$ cat src/rtl/exec_ctrl_if.sv
// Fetch and register-file bus of the exec_ctrl accumulator sequencer.
// master is the controller side, slave is the memory/register-file side.
interface exec_ctrl_if;
  logic [5:0] pc;
  logic [5:0] instr;
  logic       instr_valid;
  logic       instr_ready;
  logic [2:0] reg_addr;
  logic [5:0] reg_data;
  logic       write_reg;
  logic [5:0] x8;
  logic       zero;
  logic       carry;
  logic       halted;

  modport master (
    output pc, instr_ready, reg_addr, write_reg, x8, zero, carry, halted,
    input  instr, instr_valid, reg_data
  );
  modport slave (
    input  pc, instr_ready, reg_addr, write_reg, x8, zero, carry, halted,
    output instr, instr_valid, reg_data
  );
endinterface

$ cat src/rtl/exec_ctrl.sv
// Two-phase (FETCH/EXEC) accumulator sequencer with a 6-bit pc, one accumulator
// x8 and a carry flag; HALT is sticky until reset.
module exec_ctrl (
  input  logic         clk,
  input  logic         reset,
  exec_ctrl_if.master  bus
);
  localparam logic [1:0] FETCH = 2'd0;
  localparam logic [1:0] EXEC  = 2'd1;
  localparam logic [1:0] HALT  = 2'd2;

  localparam logic [2:0] OP_NOP = 3'd0;
  localparam logic [2:0] OP_LI  = 3'd1;
  localparam logic [2:0] OP_LD  = 3'd2;
  localparam logic [2:0] OP_ST  = 3'd3;
  localparam logic [2:0] OP_ADD = 3'd4;
  localparam logic [2:0] OP_SUB = 3'd5;
  localparam logic [2:0] OP_XOR = 3'd6;
  localparam logic [2:0] OP_BNZ = 3'd7;

  logic [1:0] state;
  logic [5:0] pc;
  logic [5:0] ir;
  logic [5:0] x8;
  logic       carry;
  logic [2:0] op;
  logic [2:0] opr;
  logic [6:0] sum;

  assign op  = ir[5:3];
  assign opr = ir[2:0];
  assign sum = {1'b0, x8} + {1'b0, bus.reg_data};

  // Handshake outputs also look at reset directly so they react without a clock.
  assign bus.instr_ready = reset || (state == FETCH);
  assign bus.write_reg   = !reset && (state == EXEC) && (op == OP_ST);
  assign bus.halted      = (state == HALT);
  assign bus.reg_addr    = opr;
  assign bus.pc          = pc;
  assign bus.x8          = x8;
  assign bus.zero        = (x8 == 6'd0);
  assign bus.carry       = carry;

  always_ff @(posedge clk or posedge reset) begin
    if (reset) begin
      state <= FETCH;
      pc    <= 6'd0;
      ir    <= 6'd0;
      x8    <= 6'd0;
      carry <= 1'b0;
    end else begin
      case (state)
        FETCH: begin
          if (bus.instr_valid) begin
            ir    <= bus.instr;
            state <= EXEC;
          end
        end
        EXEC: begin
          state <= FETCH;
          pc    <= pc + 6'd1;
          case (op)
            OP_NOP: begin
              if (opr == 3'd7) begin
                state <= HALT;
                pc    <= pc;
              end
            end
            OP_LI:  x8 <= {3'b000, opr};
            OP_LD:  x8 <= bus.reg_data;
            OP_ST:  ;
            OP_ADD: {carry, x8} <= sum;
            OP_SUB: begin
              x8    <= x8 - bus.reg_data;
              carry <= (bus.reg_data > x8);
            end
            OP_XOR: begin
              x8    <= x8 ^ bus.reg_data;
              carry <= 1'b0;
            end
            OP_BNZ: begin
              // operand 0 with x8 != 0 re-fetches the same BNZ forever
              if (x8 != 6'd0) pc <= pc - {3'b000, opr};
            end
            default: ;
          endcase
        end
        default: ;
      endcase
    end
  end
endmodule

$ cat src/flat_wrapper.sv
// flat-port wrapper written by rule: the top's interface ports become plain ports
module exec_ctrl_flat 
  (clk, reset, bus_pc, bus_instr_ready, bus_reg_addr, bus_write_reg, bus_x8, bus_zero, bus_carry, bus_halted, bus_instr, bus_instr_valid, bus_reg_data);
  exec_ctrl_if bus_i ();
  input  logic clk;
  input  logic reset;
  output wire logic [$bits(bus_i.pc)-1:0] bus_pc;
  output wire logic [$bits(bus_i.instr_ready)-1:0] bus_instr_ready;
  output wire logic [$bits(bus_i.reg_addr)-1:0] bus_reg_addr;
  output wire logic [$bits(bus_i.write_reg)-1:0] bus_write_reg;
  output wire logic [$bits(bus_i.x8)-1:0] bus_x8;
  output wire logic [$bits(bus_i.zero)-1:0] bus_zero;
  output wire logic [$bits(bus_i.carry)-1:0] bus_carry;
  output wire logic [$bits(bus_i.halted)-1:0] bus_halted;
  input wire logic [$bits(bus_i.instr)-1:0] bus_instr;
  input wire logic [$bits(bus_i.instr_valid)-1:0] bus_instr_valid;
  input wire logic [$bits(bus_i.reg_data)-1:0] bus_reg_data;
  assign bus_pc = bus_i.pc;
  assign bus_instr_ready = bus_i.instr_ready;
  assign bus_reg_addr = bus_i.reg_addr;
  assign bus_write_reg = bus_i.write_reg;
  assign bus_x8 = bus_i.x8;
  assign bus_zero = bus_i.zero;
  assign bus_carry = bus_i.carry;
  assign bus_halted = bus_i.halted;
  assign bus_i.instr = bus_instr;
  assign bus_i.instr_valid = bus_instr_valid;
  assign bus_i.reg_data = bus_reg_data;
  exec_ctrl u_core (.clk(clk), .reset(reset), .bus(bus_i));
endmodule
$ cat config.mk
export PLATFORM = sky130hd
export DESIGN_NAME = exec_ctrl_flat
export DESIGN_NICKNAME = d
export VERILOG_FILES = /design/src/rtl/exec_ctrl_if.sv /design/src/rtl/exec_ctrl.sv /design/src/flat_wrapper.sv
export SDC_FILE = /design/constraint.sdc
export NUM_CORES = 1
export LEC_CHECK = 0
export CORE_ASPECT_RATIO = 0.75
export CORE_MARGIN = 5
export CORE_UTILIZATION = 30
export CTS_CLUSTER_SIZE = 16
export DETAILED_ROUTE_END_ITERATION = 12
export PLACE_DENSITY = 0.62
export SYNTH_ARGS = -nofsm -noshare
export SYNTH_HDL_FRONTEND = slang
export SYNTH_SLANG_ARGS = --single-unit
$ cat constraint.sdc
create_clock -name clk -period 4.3 [get_ports clk]
set_input_delay 0.43 -clock clk [delete_from_list [all_inputs] [get_ports clk]]
set_output_delay 0.43 -clock clk [all_outputs]
set_load 0.02 [all_outputs]
Yosys cells after proc, flatten, opt, wreduce, memory -nomap -nowiden
Index checks and enable logic that the tools add are counted.

operators by class
  add/sub/neg operators = 4
  $lt $le $gt $ge = 1
  eq/ne operators = 12
  muxes and demuxes = 9
  bitwise operators = 1
  reduce and logical (&&, ||, !) cells = 16

operators by type and width
  cell                                                                   number
  6-bit case mux with 5 select lines                                     1
  3-bit equality test, second input constant                             5
  6-bit 2-to-1 mux                                                       2
  6-bit case mux with 2 select lines                                     1
  2-bit AND reduction                                                    5
  6-bit by 6-bit adder with 7-bit output                                 1
  6-bit by 1-bit adder with 6-bit output, second input constant          1
  3-bit by 2-bit equality test with 1-bit output, second input constant  2
  6-bit > comparator                                                     1
  6-bit zero test                                                        1
  2-bit 2-to-1 mux                                                       3
  6-bit nonzero test                                                     1
  6-bit by 3-bit subtractor with 6-bit output                            1
  6-bit subtractor                                                       1
  6-bit XOR                                                              1
  5-bit nonzero test                                                     1
  2-bit != test, second input constant                                   2
  2-bit case mux with 2 select lines                                     1
  3-bit by 1-bit equality test with 1-bit output, second input constant  1
  3-bit zero test                                                        1
  1-bit case mux with 3 select lines                                     1
  3-bit nonzero test                                                     1
  2-bit by 1-bit equality test with 1-bit output, second input constant  1
  2-bit equality test, second input constant                             1
  other kinds (5)                                                        6

storage, ports and cells
  register bits after elaboration = 21
  input port bits = 15
  output and inout port bits = 20
  word-level logic and storage cells = 48

Depth between registers and ports, before layout
  depth after elaboration = 4
  depth in mapped cells = 9
  gate-level depth less buffers = 9

Worst setup path after synthesis
No wires, ideal clock.

  path kind = reg-to-output
  start = reg u_core.ir[3]
  end = out bus_write_reg
  arrival = 1.634 ns
  required time = 3.870 ns
  path slack = 2.236 ns
  stages on the path, launching flop included = 5
  path buffers = 2
  path through = dfrtp_1 > clkbuf_1 > clkbuf_1 > nand2_1 > nor4_1

on the way
  longest elaborated chain between the ends = 2

RTL lines
  what                                            line                source
  start: declaration                              exec_ctrl.sv:23     logic [5:0] ir;
  start signal: assignment                        exec_ctrl.sv:55     ir <= bus.instr;
  3-bit by 2-bit equality test with 1-bit output  exec_ctrl.sv:36     assign bus.write_reg = !reset && (state == EXEC) && (op == OP_ST);
  1-bit logical AND                               exec_ctrl.sv:36
  end: declaration                                flat_wrapper.sv:10  output wire logic [$bits(bus_i.write_reg)-1:0] bus_write_reg;

No other way between the ends.

Worst setup path in the final report
  start = reg u_core.x8[3] (netlist: u_core.bus.x8[3])
  end = out bus_zero

on the way
  longest elaborated chain between the ends = 1

RTL lines
  what                      line                source
  start: declaration        exec_ctrl.sv:24     logic [5:0] x8;
  start signal: assignment  exec_ctrl.sv:69     OP_LI: x8 <= {3'b000, opr};
  start signal: assignment  exec_ctrl.sv:70     OP_LD: x8 <= bus.reg_data;
  start signal: assignment  exec_ctrl.sv:72     OP_ADD: {carry, x8} <= sum;
  6-bit zero test           exec_ctrl.sv:41     assign bus.zero = (x8 == 6'd0);
  end: declaration          flat_wrapper.sv:12  output wire logic [$bits(bus_i.zero)-1:0] bus_zero;

No other way between the ends.

==> impl_metrics.ini <==
[setup_path]
crit_buf_inv = 1
path_class = reg -> out
rr_startpoint = u_core.ir[4]
end_kind = primary output
startpoint = u_core.bus.x8[3]
cp_top_family = simple AND/OR/NAND/NOR gates
ff2ff_path_depth = 5
worstPathRequired_ns = 3.87
cp.arrival_ns = 2.16
slowest_stage = clkdlybuf4s50_1
cpPeakStageDelay_ns = 0.65
path_depth = 3
cp_max_fo = 8
cp_cell_sequence = or4_4 -> nor3_1 -> clkdlybuf4s50_1
timing.reg2reg.setup_slack_ns = 2.16
reg2reg_to = u_core.bus.pc[4]
critPathLaunchType = register

[yosys]
syn_area_um2 = 1852
synth.cells.most_frequent = 21 x dfrtp_1, 17 x inv_1, 17 x nand2_1
synth_edf_count = 0
synth.most_common_cell = dfrtp_1
synthAdderAreaFrac_pct = 14.05
synth_ff_type = dfrtp_1
syn_inst = 210
synth_top_family_by_area = compound AO/OA/AOI/OAI gates
synth_compound_area_share_pct = 23.18
synth.mux.area_fraction_pct = 6.892
synth.distinct_cells = 52
synth-simple-area-share_pct = 17.70
synth_area_per_cell_um2 = 8.818
seq_area_frac_synth_pct = 28.38
ys_ff_latch = 21
yosysWarnings = 0
async_flop_share_pct = 100.0
synth_top_area_share_pct = 28.38
synth_largest_area_cell = dfrtp_1
ys_top_cells_by_area = dfrtp_1 28%, ha_1 11%, o21ai_0 4.1%, a21oi_1 3.8%, mux2_2 3.6%
synth_nets = 244
synthXorXnorAreaFrac_pct = 3.311

[cells_and_area]
layout-drive-gt1-share_pct = 7.531
area_delta_synth_final_pct = 23.45
final_nets = 274
n_antenna_cell = 0
regArea_um2 = 525.5
n_fill_cell = 599
postLayoutCellArea_um2 = 2286
multi_input_area_um2 = 1206
fin_util_pct = 38.64

[power]
vdd_drop_max_mv = 0.3148
pwr-share-seq_pct = 29.8
pwr-share-clk_pct = 7.4
p_int_w = 0.0009030
switching_power_w = 0.0008617
sw_frac_of_total_pct = 48.83
p_comb_share_pct = 62.7
power_density_nw_per_um2 = 771.9
p_leak_nw = 0.9722

[clocking]
cts.sinks = 21
clock_latency_ns = 0.26
clk_pin_slew_ns = 0.08
postCtsSetupBuffers = 0
ctsResizeCount = 0
root_buffer = clkbuf_8
cts_buffer_depth = 2
cts_max_level = 1
cts_inserted_buffers = 3
cts_tree = done
cts_hold_buf = 0

[timing]
rsz0062_at_grt = no
skew_ns = 0.003431
finalSetupViolCount = 0
period_share_pct = 60.15
fin_tns_setup_ns = 0
clock.fmax_mhz = 386.7
whs_ns = 0.4778
period_needed_ns = 2.586
tightest_slew_ns = 0.7076
finalMaxSlewViolations = 0
max-slew-margin-rel_pct = 52.83
hold_violations = 0

[route]
ant_nets = 0
drt-total-wl_mm = 4.647
vias = 1646
drt-pass1-iter-count = 4
wl_per_cell_um = 14.66
drc_errors = 0
viasPerCell = 5.192
drt_iter0_drc = 105

[placement]
globalplace.congestion = 0.8928
dp_hpwl_mm = 3.614
io_buffers = 34
place_area_um2 = 2241

[floorplan]
rows = 24
die-height_um = 78.04
ios = 35
design.core.area_um2 = 5916
die_w_um = 100.7
die_area_um2 = 7860
initial_core_util_pct = 31.30

[status]
status = finished clean

[global_route]
grt_pass1_vias = 1468
overflow = 0
antenna_found_initial = 0
grt_pass1_wl_mm = 7.665
grt.total_usage_pct = 11.95
grt_max_degree = 25

[min_path]
whs_path_depth = 1
hold_class = reg -> reg
hold_start = u_core.bus.pc[5]
min_to = u_core.bus.pc[5]

[flow_run]
maxCapViolCount = 0
-- cells by family after synthesis --
logic type,count (synthesis)
compound gates,62
simple gates,62
buf+inv,27
flops,21
fa+ha+maj,19
mux,12
xor+xnor,7
-- cells in the final DEF, fill, tap and decap left out, drive strengths merged, types with 5 or more instances in the layout --
cell type	Yosys	routed
nor2b	7	7
o21ai	16	16
ha	16	16
a21oi	14	14
inv	17	17
mux2	6	6
o31ai	5	5
dfrtp	21	21
nor2	11	11
nand2	17	17
clkdlybuf4s50	0	34
mux2i	6	6
-- area by class of cell --
class                      instances  share of cell area, %
inverter                          17                  2.791
sequential                        21                  22.99
multi-input combinational        162                  52.76
timing repair buffer              35                  15.22
tap                               78                  4.269
clock buffer                       4                  1.970
-- state kept, by name, summed over array words and instances, names as in the netlist --
register / cells
u_core.state: 2
u_core.bus.carry: 1
u_core.bus.pc: 6
u_core.bus.x8: 6
u_core.ir: 6
-- how the worst max path moves through the flow --
stage	to	slack (ns)
floorplan	bus_write_reg	2.24
global placement	u_core.bus.x8[1]	1.73
detailed placement	u_core.bus.x8[4]	1.73
CTS	bus_zero	1.68
global route	bus_zero	1.62
finish	bus_zero	1.71
-- power groups by stage --
stage	Sequential [W]	Combinational [W]	Clock, W
after floorplan	0.000488	0.000795	0
after global placement	0.000527	0.00109	0
after detailed placement	0.000531	0.00110	0
after CTS	0.000526	0.00111	0.000135
after global routing	0.000555	0.00123	0.000145
final	0.000526	0.00111	0.000131
-- layer usage --
layer / vias up / track usage [%] / wire length [um]
met3: 4 / 2.834 / 284
met1: 769 / 19.26 / 2444
met2: 54 / 15.97 / 1895
li1: 819 / - / -
met4: 0 / 2.019 / 22
met5: - / 0 / 0
-- per-stage QoR --
step / setup WS (ns) / instances / total power [W]
floorplan: 2.236 / 210 / 0.001284
global placement: 1.735 / 313 / 0.001619
detailed placement: 1.728 / 313 / 0.001635
CTS: 1.678 / 317 / 0.001773
global route: 1.617 / 317 / 0.001929
finish: 1.714 / 317 / 0.001765
Power figures use the tool's default switching activity.
